[config.mk]
export PLATFORM = sky130hd
export DESIGN_NAME = spram2flash
export DESIGN_NICKNAME = d
export VERILOG_FILES = /design/src/rtl/flash_cmd_pkg.sv /design/src/rtl/spram2flash_txsrc.sv /design/src/rtl/spram2flash.sv
export SDC_FILE = /design/constraint.sdc
export NUM_CORES = 1
export LEC_CHECK = 0
export CORE_UTILIZATION = 57
export CTS_CLUSTER_DIAMETER = 40
export DETAILED_ROUTE_END_ITERATION = 10
export PLACE_DENSITY = 0.91
export SYNTH_ARGS = -nofsm -noshare
export SYNTH_HDL_FRONTEND = slang
export SYNTH_SLANG_ARGS = --single-unit
[constraint.sdc]
create_clock -name clk -period 5.15 [get_ports clk]
set_clock_uncertainty 0.05 [all_clocks]
set_input_delay 1.03 -clock clk [delete_from_list [all_inputs] [get_ports clk]]
set_output_delay 1.03 -clock clk [all_outputs]
set_load 0.02 [all_outputs]
[src/rtl/flash_cmd_pkg.sv]
// SPI NOR flash opcodes and the save-back FSM state type, shared with the
// flash->SPRAM boot loader so both agree on the command set.
package flash_cmd_pkg;

  localparam logic [7:0] CMD_WREN  = 8'h06;
  localparam logic [7:0] CMD_SE    = 8'h20;
  localparam logic [7:0] CMD_PP    = 8'h02;
  localparam logic [7:0] CMD_RDSR  = 8'h05;
  localparam logic [7:0] CMD_RSTEN = 8'h66;
  localparam logic [7:0] CMD_RST   = 8'h99;

  localparam int SECTOR_BYTES = 4096;

  typedef enum logic [2:0] {
    S_IDLE  = 3'd0,
    S_WREN  = 3'd1,
    S_ERASE = 3'd2,
    S_POLL  = 3'd3,
    S_PROG  = 3'd4,
    S_NEXT  = 3'd5,
    S_DONE  = 3'd6
  } s_s2f;

endpackage

[src/rtl/spram2flash_txsrc.sv]
// Transmit byte source: opcode/address header, then SPRAM data prefetched one
// byte ahead so each byte is on spi_tx_data two cycles after the previous fetch.
module spram2flash_txsrc #(
  parameter logic [16:0] SRAM_BASE = 17'h18000
) (
  input  logic        clk,
  input  logic        reset_n,
  input  logic        load,
  input  logic [7:0]  opcode,
  input  logic [23:0] flash_addr,
  input  logic [16:0] spram_start,
  input  logic [7:0]  tx_len,
  input  logic        with_data,
  input  logic        active,
  input  logic        spi_tx_fetch,
  output logic [7:0]  spi_tx_data,
  output logic [16:0] spram_addr,
  output logic        spram_re,
  input  logic [7:0]  spram_rd
);

  logic [23:0] hdr_q;
  logic [7:0]  cnt;
  logic        data_q;
  logic        rd_pend;
  logic        fetch_ok;
  logic [7:0]  hdr_byte;

  // cnt is the index of the byte being consumed; fetches past tx_len are ignored.
  assign fetch_ok = active & spi_tx_fetch & (cnt < tx_len);
  assign spram_re = fetch_ok & data_q & (cnt >= 8'd3) & (cnt < tx_len - 8'd1);

  always_comb begin
    hdr_byte = hdr_q[7:0];
    case (cnt)
      8'd0:    hdr_byte = hdr_q[23:16];
      8'd1:    hdr_byte = hdr_q[15:8];
      default: hdr_byte = hdr_q[7:0];
    endcase
  end

  always_ff @(posedge clk) begin
    if (!reset_n) begin
      spi_tx_data <= 8'h00;
      spram_addr  <= SRAM_BASE;
      hdr_q       <= 24'h0;
      cnt         <= 8'd0;
      data_q      <= 1'b0;
      rd_pend     <= 1'b0;
    end else begin
      rd_pend <= spram_re;
      if (load) begin
        spi_tx_data <= opcode;
        hdr_q       <= flash_addr;
        data_q      <= with_data;
        cnt         <= 8'd0;
        spram_addr  <= spram_start;
      end else begin
        if (fetch_ok) begin
          cnt <= cnt + 8'd1;
          if (cnt < 8'd3 && (cnt + 8'd1) < tx_len) spi_tx_data <= hdr_byte;
        end
        if (spram_re) spram_addr <= spram_addr + 17'd1;
        if (rd_pend)  spi_tx_data <= spram_rd;
      end
    end
  end

endmodule

[src/rtl/spram2flash.sv]
// Writes a SPRAM region back to SPI flash: per sector WREN/erase/poll, then per
// chunk WREN/page-program/poll, driving the shared SPI user interface.
module spram2flash
  import flash_cmd_pkg::*;
#(
  parameter logic [23:0] SAVE_OFFSET = 24'h0F0000,
  parameter logic [23:0] SAVE_SIZE   = 24'h008000,
  parameter logic [16:0] SRAM_BASE   = 17'h18000,
  parameter int          PROG_BYTES  = 128
) (
  input  logic        clk,
  input  logic        reset_n,
  input  logic        start,
  output logic        busy,
  output logic        done,
  output logic [16:0] spram_addr,
  output logic        spram_re,
  input  logic [7:0]  spram_rd,
  output logic        spi_enable,
  input  logic        spi_idle,
  output logic [7:0]  spi_tx_len,
  input  logic        spi_tx_fetch,
  output logic [7:0]  spi_tx_data,
  output logic [23:0] spi_rx_len,
  input  logic        spi_rx_store,
  input  logic [7:0]  spi_rx_data,
  output logic [2:0]  dbg_state
);

  localparam logic [7:0] PP_LEN = 8'(4 + PROG_BYTES);

  s_s2f        state, state_d;
  logic        launched, spi_idle_q, wip_q;
  logic        phase_prog, phase_d;
  logic [23:0] sec_off, sec_d;
  logic [11:0] chunk_off, chunk_d;
  logic [12:0] chunk_sum;
  logic        cmd_state, launch, xfer_done;
  logic [7:0]  cmd_op, cmd_len;
  logic [23:0] cmd_rx;
  logic [23:0] flash_addr;
  logic [16:0] spram_start;
  logic        unused_rx;

  // Handshake: spi_enable is a one-cycle pulse issued only while spi_idle is
  // high; lengths and the first tx byte are registered with it and held until
  // the transaction completes, signalled by the rising edge of spi_idle.
  assign cmd_state = (state == S_WREN) || (state == S_ERASE) ||
                     (state == S_POLL) || (state == S_PROG);
  assign launch    = cmd_state & ~launched & spi_idle;
  assign xfer_done = launched & spi_idle & ~spi_idle_q;

  assign busy      = (state != S_IDLE);
  assign done      = (state == S_DONE);
  assign dbg_state = state;
  assign unused_rx = ^spi_rx_data[7:1];

  assign chunk_sum   = {1'b0, chunk_off} + 13'(PROG_BYTES);
  assign flash_addr  = SAVE_OFFSET + sec_off + {12'd0, chunk_off};
  assign spram_start = SRAM_BASE + sec_off[16:0] + {5'd0, chunk_off};

  always_ff @(posedge clk) begin
    if (!reset_n) state <= S_IDLE;
    else          state <= state_d;
  end

  always_comb begin
    state_d = state;
    sec_d   = sec_off;
    chunk_d = chunk_off;
    phase_d = phase_prog;
    cmd_op  = CMD_WREN;
    cmd_len = 8'd1;
    cmd_rx  = 24'd0;
    case (state)
      S_IDLE: begin
        if (start) begin
          state_d = S_WREN;
          sec_d   = 24'd0;
          chunk_d = 12'd0;
          phase_d = 1'b0;
        end
      end
      S_WREN: begin
        if (xfer_done) state_d = phase_prog ? S_PROG : S_ERASE;
      end
      S_ERASE: begin
        cmd_op  = CMD_SE;
        cmd_len = 8'd4;
        if (xfer_done) state_d = S_POLL;
      end
      S_POLL: begin
        cmd_op = CMD_RDSR;
        cmd_rx = 24'd1;
        if (xfer_done) state_d = wip_q ? S_POLL : S_NEXT;
      end
      S_PROG: begin
        cmd_op  = CMD_PP;
        cmd_len = PP_LEN;
        if (xfer_done) state_d = S_POLL;
      end
      S_NEXT: begin
        if (!phase_prog) begin
          phase_d = 1'b1;
          chunk_d = 12'd0;
          state_d = S_WREN;
        end else if (chunk_sum[12]) begin
          chunk_d = 12'd0;
          sec_d   = sec_off + 24'(SECTOR_BYTES);
          if (sec_d == SAVE_SIZE) begin
            state_d = S_DONE;
          end else begin
            phase_d = 1'b0;
            state_d = S_WREN;
          end
        end else begin
          chunk_d = chunk_sum[11:0];
          state_d = S_WREN;
        end
      end
      S_DONE:  state_d = S_IDLE;
      default: state_d = S_IDLE;
    endcase
  end

  always_ff @(posedge clk) begin
    if (!reset_n) begin
      spi_enable <= 1'b0;
      spi_tx_len <= 8'd1;
      spi_rx_len <= 24'd0;
      launched   <= 1'b0;
      spi_idle_q <= 1'b1;
      wip_q      <= 1'b0;
      sec_off    <= 24'd0;
      chunk_off  <= 12'd0;
      phase_prog <= 1'b0;
    end else begin
      spi_idle_q <= spi_idle;
      spi_enable <= launch;
      launched   <= launch | (launched & ~xfer_done);
      if (launch) begin
        spi_tx_len <= cmd_len;
        spi_rx_len <= cmd_rx;
      end
      if (state == S_POLL && launched && spi_rx_store) wip_q <= spi_rx_data[0];
      sec_off    <= sec_d;
      chunk_off  <= chunk_d;
      phase_prog <= phase_d;
    end
  end

  spram2flash_txsrc #(
    .SRAM_BASE(SRAM_BASE)
  ) u_txsrc (
    .clk         (clk),
    .reset_n     (reset_n),
    .load        (launch),
    .opcode      (cmd_op),
    .flash_addr  (flash_addr),
    .spram_start (spram_start),
    .tx_len      (spi_tx_len),
    .with_data   (state == S_PROG),
    .active      (launched),
    .spi_tx_fetch(spi_tx_fetch),
    .spi_tx_data (spi_tx_data),
    .spram_addr  (spram_addr),
    .spram_re    (spram_re),
    .spram_rd    (spram_rd)
  );

endmodule
==> flow_summary.toml, run 1 <==
[yosys]
synth_edf_count = 0
seq_area_frac_synth = 0.346
yosysUniqueCellTypes = 66
synth_area_leader_cell = "dfxtp_1"
post-synth-top-count-cell = "dfxtp_1"
ys.flop_type = "dfxtp_1"
synthTopCellsByArea = "dfxtp_1 (35%), ha_1 (5.1%), nand2_1 (4.9%)"
ys_ff_latch = 80
synth_simple_gate_area_frac = 0.238
yosys-top-cells-count = "dfxtp_1 (80), nand2_1 (60), nor2_1 (59)"
synth_top_area_share = 0.346
synthCells = 579
syn_avg_cell_area_um2 = 8.00
synth-xor-area-share = 0.0549
synthArstFlopShare = 0
synth_compound_area_frac = 0.191
synthMuxAreaShare = 0.0259
synth-warning-count = 0
synthAdderAreaFrac = 0.0513
synth_top_family_by_area = "simple AND/OR/NAND/NOR gates"
netlist_area_um2 = 4630

[clocking]
htreeDepth = 3
clk_pin_slew_ps = 80
cts_tree = "done"
cts_sinks = 80
post_cts_buffers = 0
clockBufferDepth = 2
cts_resized = 0
cts_inserted_buffers = 9
cts_root_buf = "clkbuf_8"
ctsHoldBuffers = 0
clock_latency_ps = 350

[setup_path]
crit_path_max_incr_delay_ps = 640
cp.arrival_ps = 3430
end_kind = "primary output"
path_cells = "inv_1 > ha_1 > xnor2_1 > ha_1 > and4_1 > a211oi_1 > o221a_2 > nand3_2 > inv_1 > clkdlybuf4s50_1"
worstPathRequired_ps = 4070
crit_fanout = 11
path_class = "flip-flop to primary output"
slowest_stage = "clkdlybuf4s50_1"
start_kind = "flip-flop"

[global_routing]
grt_pass1_wl_mm = 19.1
grt_remaining_overflow = 0
grt_max_degree = 39
first_global_vias = 4008
antenna_found_initial = 0
grt_usage = 0.281

[hold_path]
hold_path.class = "flip-flop to flip-flop"

[layout]
syn_to_final_growth_pct = 13.2
n_antenna_cell = 0
fill_cells = 607
drive_gt1_frac = 0.0525
final-seq-area_um2 = 1600
final_cell_area_um2 = 5240
stdcell_count = 711
final_nets = 645
multi_input_comb_area_um2 = 2700

[placed_design]
dp_hpwl_mm = 7.95
place_area_um2 = 5010
io_buffers = 50
dpl.cell_count = 695
finalWeightedCongestion = 0.900

[outcome]
outcome = "finished clean"

[pwr]
p_leak_nw = 1.94
p_per_area_nw_per_um2 = 275
peakVddDrop_mv = 0.206

[sta]
hold_viol = 0
final.setup.tns_ps = 0
setup_viol = 0
fmax_ghz = 0.222
post-route-period-util = 0.875
tightestPinTransition_ps = 1220
finalCriticalPeriod_ps = 4510
slew_violations = 0
slew_headroom = 0.169
rsz0062_at_grt = "no"

[floorplanning]
die_w_um = 92.1
io_pins = 86
die_h_um = 92.1
start_util = 0.593
core_area_um2 = 7810
row_count = 32
die_area_um2 = 8490

[drt]
ant_nets = 0
wire_per_inst_um = 16.0
drc = 0
first_iter_violations = 341
vias = 4342
viasPerCell = 6.11
first_pass_iters = 5
wirelength_mm = 11.4

[run]
max_cap_violations = 0
sequential cells by signal, summed over array words and instances, names as in the netlist:
name	cells
u_txsrc.spi_tx_data	8
chunk_off	5
u_txsrc.spram_addr	17
phase_prog	1
launched	1
dbg_state	3
spi_rx_len	1
u_txsrc.rd_pend	1
sec_off	12
spi_idle_q	1
spi_enable	1
wip_q	1
spi_tx_len	2
u_txsrc.hdr_q	17
u_txsrc.data_q	1
u_txsrc.cnt	8
power by group:
part / leakage, nW / switching, W / total [W] / internal [W]
Sequential: 0.648 / 0.0000330 / 0.000675 / 0.000642
Combinational: 1.18 / 0.000146 / 0.000237 / 0.0000909
Clock: 0.117 / 0.000218 / 0.000532 / 0.000314
Total: 1.94 / 0.000398 / 0.00144 / 0.00105
kinds of logic (layout without fill, tap and decap cells):
logic type | after synthesis | in the layout
other | 1 | 28
buffers and inverters | 80 | 83
flip-flops | 80 | 80
AO/OA/AOI/OAI | 137 | 137
multiplexers | 12 | 12
adder cells (fa/ha/maj) | 19 | 19
XOR/XNOR | 29 | 29
AND/OR/NAND/NOR | 221 | 221
placed cells by master, fill, tap and decap left out, drive strengths merged, types with 5 or more instances in the layout:
cell | Yosys | final
inv | 12 | 12
clkdlybuf4s50 | 0 | 50
ha | 19 | 19
nand3 | 20 | 20
conb | 1 | 28
dfxtp | 80 | 80
xor2 | 17 | 17
or4 | 6 | 6
clkbuf | 29 | 14
or3 | 13 | 13
o21ai | 36 | 36
a31oi | 10 | 10
a22oi | 9 | 9
mux2i | 12 | 12
nand4 | 18 | 18
nor2 | 59 | 59
a21oi | 42 | 42
a211oi | 5 | 5
xnor2 | 12 | 12
nand2b | 7 | 7
and3 | 13 | 13
nand2 | 60 | 60
layout make-up:
type | instances | share of cell area
multi-input cells | 446 | 0.515
repair buffers | 54 | 0.101
well taps | 102 | 0.0243
clock buffers | 14 | 0.0329
inverters | 13 | 0.00931
clock inverters | 2 | 0.0115
flip-flops and latches | 80 | 0.305
worst paths after layout:
check / startpoint / end / slack [ps] / cells after the start
worst max-delay path: spi_tx_len[0] / spram_re / 640 / 10
worst min-delay path: u_txsrc.hdr_q[15] / u_txsrc.hdr_q[15] / 410 / 2
worst max register to register: spi_tx_len[0] / u_txsrc.spram_addr[11] / 1870 / 10
worst min register to register: u_txsrc.hdr_q[15] / u_txsrc.hdr_q[15] / 410 / 2
critical path, delay by kind of cell (launching register included):
kind | cells | cell delay, ps
buf+inv | 3 | 970
compound gates | 2 | 550
fa+ha+maj | 2 | 510
simple gates | 2 | 430
flops | 1 | 410
xor+xnor | 1 | 190
through the flow:
stage	util	worst slack, ps	total power [W]	hold WS, ps
2_1_floorplan	-	1780	0.000854	382
3_3_place_gp	0.642	812	0.000908	393
3_5_place_dp	0.642	744	0.000919	396
4_1_cts	0.672	664	0.00144	406
5_1_grt	0.672	350	0.00150	430
6_report	0.672	645	0.00144	406
per-layer routing:
layer  up-vias  part of all wire  GRT usage
met5         -                 0          0
met1      2050              0.40      0.351
met2       214              0.49      0.463
met3        27             0.082     0.0605
met4         0             0.024      0.122
li1       2051                 -          -
Note: power is estimated with default switching activity, not from simulation.
==> run 2: changes to the inputs <==
--- a/config.mk
+++ b/config.mk
@@ -8,7 +8,9 @@
 export CORE_UTILIZATION = 57
 export CTS_CLUSTER_DIAMETER = 40
 export DETAILED_ROUTE_END_ITERATION = 10
-export PLACE_DENSITY = 0.91
+export MAX_ROUTING_LAYER = met4
+export PLACE_DENSITY = 0.86
 export SYNTH_ARGS = -nofsm -noshare
 export SYNTH_HDL_FRONTEND = slang
 export SYNTH_SLANG_ARGS = --single-unit
+export TNS_END_PERCENT = 100
==> run 2 against run 1 <==
Effect of this change: worst hold slack better by 4.1 ps; utilization fell by 0.34 points; clock power down 13%; sequential cell count unchanged; total power fell by 5.1%; via count down 2.4%; fmax up 1.5%; routed wire length is 3.7% lower; non-clock buffer count is 1 higher; sequential power barely moved; largest cell class unchanged.
==> flow_summary.toml, run 2 (synthesis results as in run 1) <==
[placed_design]
dpl.cell_count = 696
io_buffers = 50
dp_hpwl_mm = 7.82
finalWeightedCongestion = 0.921
pre_cts_ws_ps = 722

[sta]
finalCriticalPeriod_ps = 4440
tightestPinTransition_ps = 929
post-route-period-util = 0.862
rsz0062_at_grt = "no"
slew_violations = 0
setup_viol = 0
slew_headroom = 0.364
fmax_ghz = 0.225
final.setup.tns_ps = 0
hold_viol = 0
fin_ws_ps = 711

[layout]
n_antenna_cell = 0
syn_to_final_growth_pct = 12.7
multi_input_comb_area_um2 = 2700
final_common_cell = "dfxtp_1"
stdcell_count = 712
mostFrequentLayoutCells = "dfxtp_1 (80), nand2_1 (60), nor2_1 (59), clkdlybuf4s50_1 (50), a21oi_1 (41)"
drive_gt1_frac = 0.0541
final-seq-area_um2 = 1600
reg.largest.list = "u_txsrc.hdr_q (17), u_txsrc.spram_addr (17), sec_off (12)"
final_nets = 646
fill_cells = 648

[pwr]
p_leak_nw = 1.93
peakVddDrop_mv = 0.179
p_per_area_nw_per_um2 = 263

[drt]
met1Wirelength_mm = 4.70
first_pass_iters = 5
ant_nets = 0
wirelength_mm = 11.0
wire_per_inst_um = 15.4
top_layer_used = "met4"
met2_length_mm = 5.50
drc = 0
first_iter_violations = 286
viasPerCell = 5.95
met3WireLength_um = 666
vias = 4239

[clocking]
clockBufferDepth = 2
cts_inserted_buffers = 9
clock_latency_ps = 350
htreeDepth = 3
clk_pin_slew_ps = 80
cts_tree = "done"
cts_resized = 0
cts_sinks = 80
post_cts_buffers = 0
ctsHoldBuffers = 0
cts_root_buf = "clkbuf_8"

[global_routing]
grt_pass1_wl_mm = 18.3
grt_remaining_overflow = 0
antenna_found_initial = 0
grt_max_degree = 38
first_global_vias = 3877
grt_usage = 0.276

[floorplanning]
start_util = 0.593
row_count = 32
die_w_um = 92.1
core_area_um2 = 7810
io_pins = 86
die_h_um = 92.1
die_area_um2 = 8490

[setup_path]
start_kind = "input port"
path_class = "input port to primary output"
crit_fanout = 12
worstPathRequired_ps = 4070
cp.arrival_ps = 3360
end_kind = "primary output"

[run]
max_cap_violations = 0

[outcome]
outcome = "finished clean"

[hold_path]
hold_path.class = "flip-flop to flip-flop"
[run 2: worst max-delay path, cell delays in order]
cell and delay, ps:
clkdlybuf4s50_1 460, nand2_1 60, a311oi_1 320, and2_2 360, nand3_2 240, inv_1 240, clkdlybuf4s50_1 640
[run 2: through the flow]
step,utilization,power [W],area [um^2],hold slack (ps)
finish,0.668,0.00137,5220,410
global route,0.668,0.00143,5220,428
CTS,0.668,0.00137,5220,409
detailed placement,0.643,0.000918,5020,398
global placement,0.643,0.000911,5020,393
floorplan,-,0.000854,4730,382
[run 2: cell type report]
class / instances / area share
inverters: 13 / 0.00935
flip-flops and latches: 80 / 0.307
clock buffers: 13 / 0.0305
repair buffers: 55 / 0.103
clock inverters: 3 / 0.00767
well taps: 102 / 0.0245
multi-input cells: 446 / 0.518
[run 2: final timing paths]
| check | start | endpoint | slack (ps) | depth (start not counted) |
|---|---|---|---|---|
| max | spi_tx_fetch | spram_re | 710 | 7 |
| min | u_txsrc.hdr_q[12] | u_txsrc.hdr_q[12] | 410 | 2 |
| max reg2reg | spi_tx_len[0] | u_txsrc.spram_addr[11] | 2060 | 10 |
| min reg2reg | u_txsrc.hdr_q[12] | u_txsrc.hdr_q[12] | 410 | 2 |
[run 2: where the power goes]
group          total [W]  internal [W]  switching, W
Clock           0.000463      0.000249      0.000214
Sequential      0.000674      0.000642     0.0000324
Combinational   0.000233     0.0000915      0.000142
[run 2: metal layers]
metal | vias up | GRT usage
met4 | 0 | 0.0508
met3 | 16 | 0.0580
met2 | 137 | 0.465
met1 | 2033 | 0.342
met5 | - | -
li1 | 2053 | -
==> run 3: changes to the inputs <==
--- a/config.mk
+++ b/config.mk
@@ -5,11 +5,12 @@
 export SDC_FILE = /design/constraint.sdc
 export NUM_CORES = 1
 export LEC_CHECK = 0
-export CORE_UTILIZATION = 57
+export CAP_MARGIN = 20
+export CORE_UTILIZATION = 53
 export CTS_CLUSTER_DIAMETER = 40
 export DETAILED_ROUTE_END_ITERATION = 10
 export MAX_ROUTING_LAYER = met4
-export PLACE_DENSITY = 0.86
+export PLACE_DENSITY = 0.81
 export SYNTH_ARGS = -nofsm -noshare
 export SYNTH_HDL_FRONTEND = slang
 export SYNTH_SLANG_ARGS = --single-unit
==> constraint.sdc (replaced) <==
create_clock -name clk -period 4.3 [get_ports clk]
set_clock_uncertainty 0.05 [all_clocks]
set_input_delay 0.86 -clock clk [delete_from_list [all_inputs] [get_ports clk]]
set_output_delay 0.86 -clock clk [all_outputs]
set_load 0.02 [all_outputs]
==> run 3 against run 2 <==
Effect of this change: sequential power is 20% higher; utilization decreased by 3.2 points; setup slack got worse by 440 ps; sequential share of layout area fell by 0.51 points; register-to-register slack worse by 880 ps; worst hold slack lost 1.9 ps; largest cell class unchanged; largest power group unchanged; highest routed layer unchanged.
==> flow_summary.toml, run 3 (synthesis results as in run 1) <==
[outcome]
outcome = "finished clean"

[setup_path]
path_cells = "inv_1 > ha_1 > xnor2_1 > ha_1 > and4_1 > a211oi_1 > o221a_2 > nand3_2 > inv_1 > clkdlybuf4s50_1"
end_kind = "primary output"
path_class = "flip-flop to primary output"
crit_fanout = 6
cp.arrival_ps = 3120
start_kind = "flip-flop"
worst-path-buf-inv = 3
crit_path_max_incr_delay_ps = 640
crit_family = "buffers and inverters"
worstPathRequired_ps = 3390
slowest_stage = "clkdlybuf4s50_1"

[drt]
first_pass_iters = 4
ant_nets = 0
vias = 4219
viasPerCell = 5.88
wire_per_inst_um = 15.5
wirelength_mm = 11.1
drc = 0
first_iter_violations = 266

[sta]
post-route-period-util = 0.938
setup_viol = 0
hold_viol = 0
finalHoldWorstSlack_ps = 408
finalCriticalPeriod_ps = 4030
fmax_ghz = 0.248
slew_violations = 0
tightestPinTransition_ps = 942
rsz0062_at_grt = "no"
slew_headroom = 0.356
final.setup.tns_ps = 0

[placed_design]
dpl.cell_count = 701
dp_hpwl_mm = 7.78
finalWeightedCongestion = 0.916
io_buffers = 50

[floorplanning]
start_util = 0.555
die_h_um = 95.5
die_area_um2 = 9110
row_count = 33
die_w_um = 95.5
core_area_um2 = 8340
io_pins = 86

[pwr]
peakVddDrop_mv = 0.179
pwr-share-seq = 0.445
power.switching_w = 0.000492
p_int_w = 0.00132
clkPwrFrac = 0.401
p_leak_nw = 1.97
p_sw_frac = 0.271
p_per_area_nw_per_um2 = 342
combPwrFrac = 0.154

[global_routing]
grt_usage = 0.258
grt_remaining_overflow = 0
first_global_vias = 3797
grt_max_degree = 39
antenna_found_initial = 0
grt_pass1_wl_mm = 17.9

[layout]
syn_to_final_growth_pct = 14.6
fill_cells = 730
final_common_cell = "dfxtp_1"
n_antenna_cell = 0
mostFrequentLayoutCells = "dfxtp_1 (80), nand2_1 (60), nor2_1 (59), clkdlybuf4s50_1 (50), a21oi_1 (41)"
stdcell_count = 717
final_nets = 648
reg.largest.list = "u_txsrc.hdr_q (17), u_txsrc.spram_addr (17), sec_off (12)"
drive_gt1_frac = 0.0605

[clocking]
cts_sinks = 80
cts_root_buf = "clkbuf_8"
cts_inserted_buffers = 9
clock_latency_ps = 350
clockBufferDepth = 2
ctsHoldBuffers = 0
clk_pin_slew_ps = 90
htreeDepth = 3
post_cts_buffers = 0
cts_tree = "done"
cts_resized = 0

[hold_path]
hold_path.class = "flip-flop to flip-flop"

[run]
max_cap_violations = 0
-- run 3: cell types whose count changed in the layout (fill, tap and decap cells not counted), sizes merged --
cell and delta:
clkbuf -4, bufinv +3, buf +2, clkinvlp +2
clkinv -1
-- run 3: per-stage QoR --
step / power [W] / utilization / setup slack (ps) / area (um^2)
3_5_place_dp: 0.00110 / 0.604 / 570 / 5040
6_report: 0.00182 / 0.636 / 267 / 5310
2_1_floorplan: 0.00102 / - / 1100 / 4730
3_3_place_gp: 0.00109 / 0.604 / 618 / 5040
4_1_cts: 0.00182 / 0.636 / 251 / 5310
5_1_grt: 0.00188 / 0.636 / 24.2 / 5310
-- run 3: layout make-up --
class                      count  area (um^2)  area share
tap                          105          131      0.0248
sequential                    80         1600       0.302
multi-input combinational    446         2700       0.509
clock buffer                   9          124      0.0233
clock inverter                 7          144      0.0271
inverter                      13         48.8     0.00920
timing repair buffer          57          553       0.104
-- run 3: worst reg2reg max path, stage by stage, from the launching register on --
cell,delay [ps]
dfxtp_1,410
inv_1,80
ha_1,220
xnor2_1,140
ha_1,290
and4_1,220
a211oi_1,230
o221a_2,250
nand4_1,430
or4_1,570
a31oi_1,160
-- run 3: worst paths after layout --
check,start,end,slack (ps),cells past startpoint
worst max-delay path,spi_tx_len[0],spram_re,270,10
worst min-delay path,u_txsrc.hdr_q[7],u_txsrc.hdr_q[7],410,2
worst max register to register,spi_tx_len[0],u_txsrc.spram_addr[11],1180,10
worst min register to register,u_txsrc.hdr_q[7],u_txsrc.hdr_q[7],410,2
-- run 3: layer usage --
metal  up-vias  track usage  part of all wire  wire, um
li1       2051            -                 -         -
met1      1996        0.321              0.44      4870
met2       143        0.416              0.49      5410
met3        29       0.0518             0.053       585
met4         0       0.0871             0.020       225
met5         -            -                 0         0
-- run 3: power by group through the flow --
stage	Combinational, W	Clock, W	Sequential (W)
finish	0.000280	0.000728	0.000808
global placement	0.000271	0	0.000823
floorplan	0.000195	0	0.000828
global route	0.000307	0.000762	0.000812
detailed placement	0.000277	0	0.000825
CTS	0.000279	0.000733	0.000807
